## src/rtl/host_fifo_pkg.sv

```systemverilog
// Shared host-FIFO definitions: routing constants, payload counter width and
// the command-code to payload-count mapping used by the receive router.
package host_fifo_pkg;

    localparam int          FIFO_PAYLOAD_WIDTH = 8;
    localparam logic [31:0] HOST_SEL_MASK      = 32'h8000_0000;
    localparam int          HOST_CNT_SHIFT     = 16;
    localparam logic [31:0] HOST_CNT_MASK      = 32'h0000_00FF;

    typedef enum logic {
        DEST_F2 = 1'b0,
        DEST_F1 = 1'b1
    } dest_e;

    // Count code to payload word count; kept as a function so the encoding can evolve.
    function automatic logic [FIFO_PAYLOAD_WIDTH-1:0] fifo_payload(
        input logic [FIFO_PAYLOAD_WIDTH-1:0] code
    );
        return code;
    endfunction

endpackage

```

## src/rtl/fifo_arb_rx.sv

```systemverilog
// Host-receive packet router: pops packets (command + N payload words) from an
// FWFT input FIFO and forwards each whole packet to output FIFO 1 or 2.
module fifo_arb_rx
    import host_fifo_pkg::*;
#(
    parameter int          DW        = 32,
    parameter logic [31:0] SEL_MASK  = HOST_SEL_MASK,
    parameter int          CNT_SHIFT = HOST_CNT_SHIFT,
    parameter logic [31:0] CNT_MASK  = HOST_CNT_MASK
) (
    input  logic          clk_i,
    input  logic          rstn_i,
    output logic          rd_en_o,
    input  logic [DW-1:0] rd_data_i,
    input  logic          empty_i,
    output logic          f1_wr_en_o,
    output logic [DW-1:0] f1_wr_data_o,
    input  logic          f1_full_i,
    output logic          f2_wr_en_o,
    output logic [DW-1:0] f2_wr_data_o,
    input  logic          f2_full_i
);

    localparam logic [0:0] ST_CMD     = 1'b0;
    localparam logic [0:0] ST_PAYLOAD = 1'b1;

    logic [0:0]                    state;
    dest_e                         dest;
    logic [FIFO_PAYLOAD_WIDTH-1:0] remaining;

    logic                          sel_f1_n;
    logic [FIFO_PAYLOAD_WIDTH-1:0] cnt_n;
    logic                          route_f1;
    logic                          dst_full;
    logic                          fire;

    // Command decode is evaluated on the head word every cycle; only used in ST_CMD.
    assign sel_f1_n = |(rd_data_i & DW'(SEL_MASK));
    assign cnt_n    = fifo_payload(FIFO_PAYLOAD_WIDTH'((rd_data_i >> CNT_SHIFT) & DW'(CNT_MASK)));

    always_comb begin
        route_f1 = (state == ST_CMD) ? sel_f1_n : (dest == DEST_F1);
        dst_full = route_f1 ? f1_full_i : f2_full_i;
        // Gating with rstn_i forces all strobes low as soon as reset asserts.
        fire     = rstn_i && !empty_i && !dst_full;
    end

    assign rd_en_o      = fire;
    assign f1_wr_en_o   = fire && route_f1;
    assign f2_wr_en_o   = fire && !route_f1;
    assign f1_wr_data_o = rd_data_i;
    assign f2_wr_data_o = rd_data_i;

    always_ff @(posedge clk_i or negedge rstn_i) begin
        if (!rstn_i) begin
            state     <= ST_CMD;
            remaining <= '0;
            dest      <= DEST_F2;
        end else if (fire) begin
            if (state == ST_CMD) begin
                dest      <= sel_f1_n ? DEST_F1 : DEST_F2;
                remaining <= cnt_n;
                state     <= (cnt_n != '0) ? ST_PAYLOAD : ST_CMD;
            end else begin
                // Saturate at zero; the state change below leaves PAYLOAD on the last word.
                if (remaining != '0) begin
                    remaining <= remaining - FIFO_PAYLOAD_WIDTH'(1);
                end
                if (remaining <= FIFO_PAYLOAD_WIDTH'(1)) begin
                    state <= ST_CMD;
                end
            end
        end
    end

endmodule

```

## config.mk

```make
export PLATFORM = sky130hd
export DESIGN_NAME = fifo_arb_rx
export DESIGN_NICKNAME = d
export VERILOG_FILES = /design/src/rtl/host_fifo_pkg.sv /design/src/rtl/fifo_arb_rx.sv
export SDC_FILE = /design/constraint.sdc
export NUM_CORES = 1
export LEC_CHECK = 0
export CORE_MARGIN = 2
export CORE_UTILIZATION = 33
export CTS_BUF_LIST = sky130_fd_sc_hd__clkbuf_8
export CTS_CLUSTER_DIAMETER = 200
export CTS_CLUSTER_SIZE = 40
export DETAILED_ROUTE_END_ITERATION = 7
export PLACE_DENSITY = 0.83
export SLEW_MARGIN = 10
export SYNTH_ARGS = -nofsm -noshare
export SYNTH_HDL_FRONTEND = slang
export SYNTH_SLANG_ARGS = --single-unit
```

## constraint.sdc

```tcl
create_clock -name clk_i -period 1.79 [get_ports clk_i]
set_input_delay 0.179 -clock clk_i [delete_from_list [all_inputs] [get_ports clk_i]]
set_output_delay 0.179 -clock clk_i [all_outputs]
set_load 0.01 [all_outputs]
```

==> impl_results.rst <==
.. list-table::
   :header-rows: 1

   * - Metric
     - Value
   * - Diodes inserted
     - 0
   * - Pwr per Cell Area
     - around 1200 nW/um2
   * - GR met2 Demand/Resource
     - 16.75%
   * - Average cell area after synthesis
     - about 8.5 um2
   * - Number of buffers added by the clock tree synthesis step
     - 3
   * - Height of the die
     - roughly 65 um
   * - Worst path required time
     - between 1.5 and 2 ns
   * - Area growth from synthesis to layout
     - 4.299%
   * - Maximum clock frequency
     - about 0.59 GHz
   * - Final worst clock skew
     - 0.005840 ns
   * - Worst reg2reg path depth
     - 5
   * - Clk sinks
     - 10
   * - Final-report max-slew violation count
     - 0
   * - Hold buffer count at CTS
     - 0
   * - Count of vias placed by the detailed router
     - 842
   * - Worst slew margin relative to its limit
     - ~73%
   * - R2R setup slack
     - 0.10 ns
   * - CTS HTree Levels
     - 1
   * - Sum of negative setup slack
     - 0 ns
   * - Placement-stage cell area
     - 1195 um2
   * - Unrepaired setup endpoints after global routing
     - false
   * - Synthesized area
     - ~1200 um2
   * - Sequential fraction of the synthesis area
     - 20.47%
   * - Pre-antenna DRT Iters
     - 4
   * - Setup Viol. Count Final
     - 0
   * - Number of enable-type register cells in the synthesized netlist
     - 0
   * - Final hold violation count
     - 0
   * - Routed wirelength normalized by instance count
     - about 14 um
   * - Tightest Pin Transition
     - slightly above 0.4 ns
   * - Critical Path Source Type
     - register
   * - Period Utilization, post-route
     - a little over nine tenths
   * - Warnings, synthesis
     - 0
   * - Maximum fanout along the worst path
     - 2
   * - Initial standard-cell utilization of the core
     - between 30 and 40%
   * - Critical Path Source
     - state
   * - Share of async-settable or async-resettable flops after synthesis
     - 100.0%
   * - Critical path arrival
     - approximately 1.5 ns
   * - Number of antenna violations at the first check in global routing
     - 0
   * - Pin count of the biggest net entering global routing
     - 21
   * - # DRC
     - 0
   * - Outcome
     - complete, no violations
   * - Total Routed Length
     - roughly 2400 um
   * - Num rows
     - 22
   * - Die area
     - 4207 um2
   * - Routing layer with the top usage in global route
     - met2
   * - Proportion of netlist area held by the largest area contributor
     - about two fifths
   * - Nets
     - 166
   * - Cell taking the most area after synthesis
     - sky130_fd_sc_hd__buf_4
   * - Most instantiated library cell after synthesis
     - sky130_fd_sc_hd__buf_4
   * - Vias per Instance
     - 4.839
   * - Final instance area
     - 1275 um2
   * - Clock latency on the worst-skew pair
     - 0.25 ns
   * - Via count of the first global-routing pass
     - 785
   * - Number of synthesized register bits
     - 10
   * - Global-route wire length before repair
     - ~3600 um
   * - Iteration-0 DRC Markers
     - 28
   * - Number of cells produced by synthesis
     - 144
   * - Post-layout min period
     - 1.707 ns
   * - Dominant cells by area after synthesis
     - sky130_fd_sc_hd__buf_4 (39%), sky130_fd_sc_hd__dfrtp_1 (20%), sky130_fd_sc_hd__o221a_1 (4.6%)
   * - CTS tree
     - built
   * - Met3 routing resource usage after global routing
     - 4.340%
   * - Worst slack at placement
     - -0.1849 ns
   * - Leak pwr
     - approximately 0.54 nW
   * - Total power after layout
     - 0.001478 W
   * - Last element of the critical path
     - rd_en_o
   * - Crit path kind
     - reg2out
   * - CTS max path bufs
     - 2
   * - Type of the tightest min-delay check
     - in2async
   * - Number of routed nets with antenna violations
     - 0
   * - Root Buffer Master
     - sky130_fd_sc_hd__clkbuf_8
   * - Capture point of the worst reg-to-reg path
     - remaining[4]
   * - Final worst-path setup slack
     - 0.08276 ns
   * - Fraction of final layout cells sized beyond drive strength 1
     - about 18%
   * - Post-synth top cells
     - sky130_fd_sc_hd__buf_4 (64), sky130_fd_sc_hd__dfrtp_1 (10), sky130_fd_sc_hd__a21oi_1 (8), sky130_fd_sc_hd__nor3b_1 (7)
   * - I/O pin count
     - approximately 100
   * - Nets in the synthesized netlist
     - about 180
   * - Number of max-cap violations
     - 0
   * - Count of cell types in the netlist
     - 30
   * - Die X
     - between 60 and 70 um
   * - Final-layout worst hold slack
     - roughly 0.28 ns
   * - Met1 routing resource usage after global routing
     - about an eighth
   * - HPWL Detailed
     - ~1700 um
   * - Core outline area
     - around 3600 um2
   * - Final estimated routing congestion in global placement
     - approximately 0.86
   * - Overall Global Routing Usage
     - 11.28%
   * - Peak supply drop
     - between 0.4 and 0.5 mV
   * - Port Buffer Count
     - 34
   * - Kind of end point of the critical path
     - output port
   * - Primary flip-flop cell chosen by synthesis mapping
     - sky130_fd_sc_hd__dfrtp_1
   * - Clock input transition at the sequential cells of the worst setup and hold paths
     - ~0.050 ns
   * - Total gr overflow
     - 0
   * - Worst flop-to-flop path startpoint
     - state
layer usage:
metal  routed length, um  up-vias
met5                   0        -
met4                 111        0
met3                 265       18
met2                1054       47
met1                 943      379
li1                    -      398
how the worst min path moves through the flow:
stage / start / to / slack (ns)
final: rstn_i / state / 0.28
after global routing: rstn_i / state / 0.29
after CTS: rstn_i / state / 0.28
after detailed placement: rd_data_i[13] / f1_wr_data_o[13] / 0.36
after global placement: rd_data_i[13] / f1_wr_data_o[13] / 0.36
after floorplan: rstn_i / dest / -0.12
stage by stage:
step | cells | util (%)
floorplan | 144 | -
global placement | 169 | 33.14
detailed placement | 169 | 33.14
CTS | 174 | 34.77
global route | 174 | 35.36
finish | 174 | 35.36
registers in the layout, summed over array words and instances, names as in the netlist:
signal and flops:
dest 1, remaining 8, state 1
cell families (layout without fill, tap and decap cells):
| kind of cell | Yosys count | count (layout) | share of synthesized area, % |
|---|---|---|---|
| compound gates | 20 | 20 | 11.98 |
| flops | 10 | 10 | 20.47 |
| simple gates | 35 | 35 | 17.81 |
| mux | 6 | 6 | 5.015 |
| buf+inv | 71 | 53 | 42.68 |
| fa+ha+maj | 2 | 2 | 2.047 |
power breakdown:
group          total, W  switching, W  internal (W)
combinational  0.000766      0.000370      0.000396
sequential     0.000419      0.000112      0.000307
clock          0.000293     0.0000988      0.000194
layout make-up:
cell class / instances / area (um2)
tap: 48 / 60.06
fill: 370 / 2331
clock buffer: 4 / 55.05
sequential: 10 / 250.2
multi-input combinational: 63 / 467.9
timing repair buffer: 46 / 430.4
inverter: 3 / 11.26
critical path: stages, from the launching register on:
cell                              delay [ns]
sky130_fd_sc_hd__dfrtp_1                0.37
sky130_fd_sc_hd__mux2i_2                0.27
sky130_fd_sc_hd__mux2_2                 0.39
sky130_fd_sc_hd__clkdlybuf4s15_1        0.24
layout by cell type (no fill, tap or decap), types with 2 or more instances in the layout:
cell type and n:
sky130_fd_sc_hd__nand3_1 3, sky130_fd_sc_hd__nand2_1 3, sky130_fd_sc_hd__nand2b_1 3, sky130_fd_sc_hd__o221a_1 5, sky130_fd_sc_hd__inv_1 3, sky130_fd_sc_hd__clkdlybuf4s50_1 30, sky130_fd_sc_hd__a21oi_1 8, sky130_fd_sc_hd__nor4_1 2
sky130_fd_sc_hd__and3_1 2, sky130_fd_sc_hd__buf_4 11, sky130_fd_sc_hd__dlygate4sd2_1 3, sky130_fd_sc_hd__nor2_1 4, sky130_fd_sc_hd__nor3_1 4, sky130_fd_sc_hd__mux2i_1 4, sky130_fd_sc_hd__ha_1 2, sky130_fd_sc_hd__nor3b_1 6
sky130_fd_sc_hd__o21ai_0 3, sky130_fd_sc_hd__dfrtp_1 10, sky130_fd_sc_hd__clkbuf_8 4
timing repair:
action	CTS	global route
setup buffers	1	1
cloned	0	0
resized for setup	5	4
setup endpoints to repair	3	9
No activity file was read; power rests on OpenSTA's default activity.
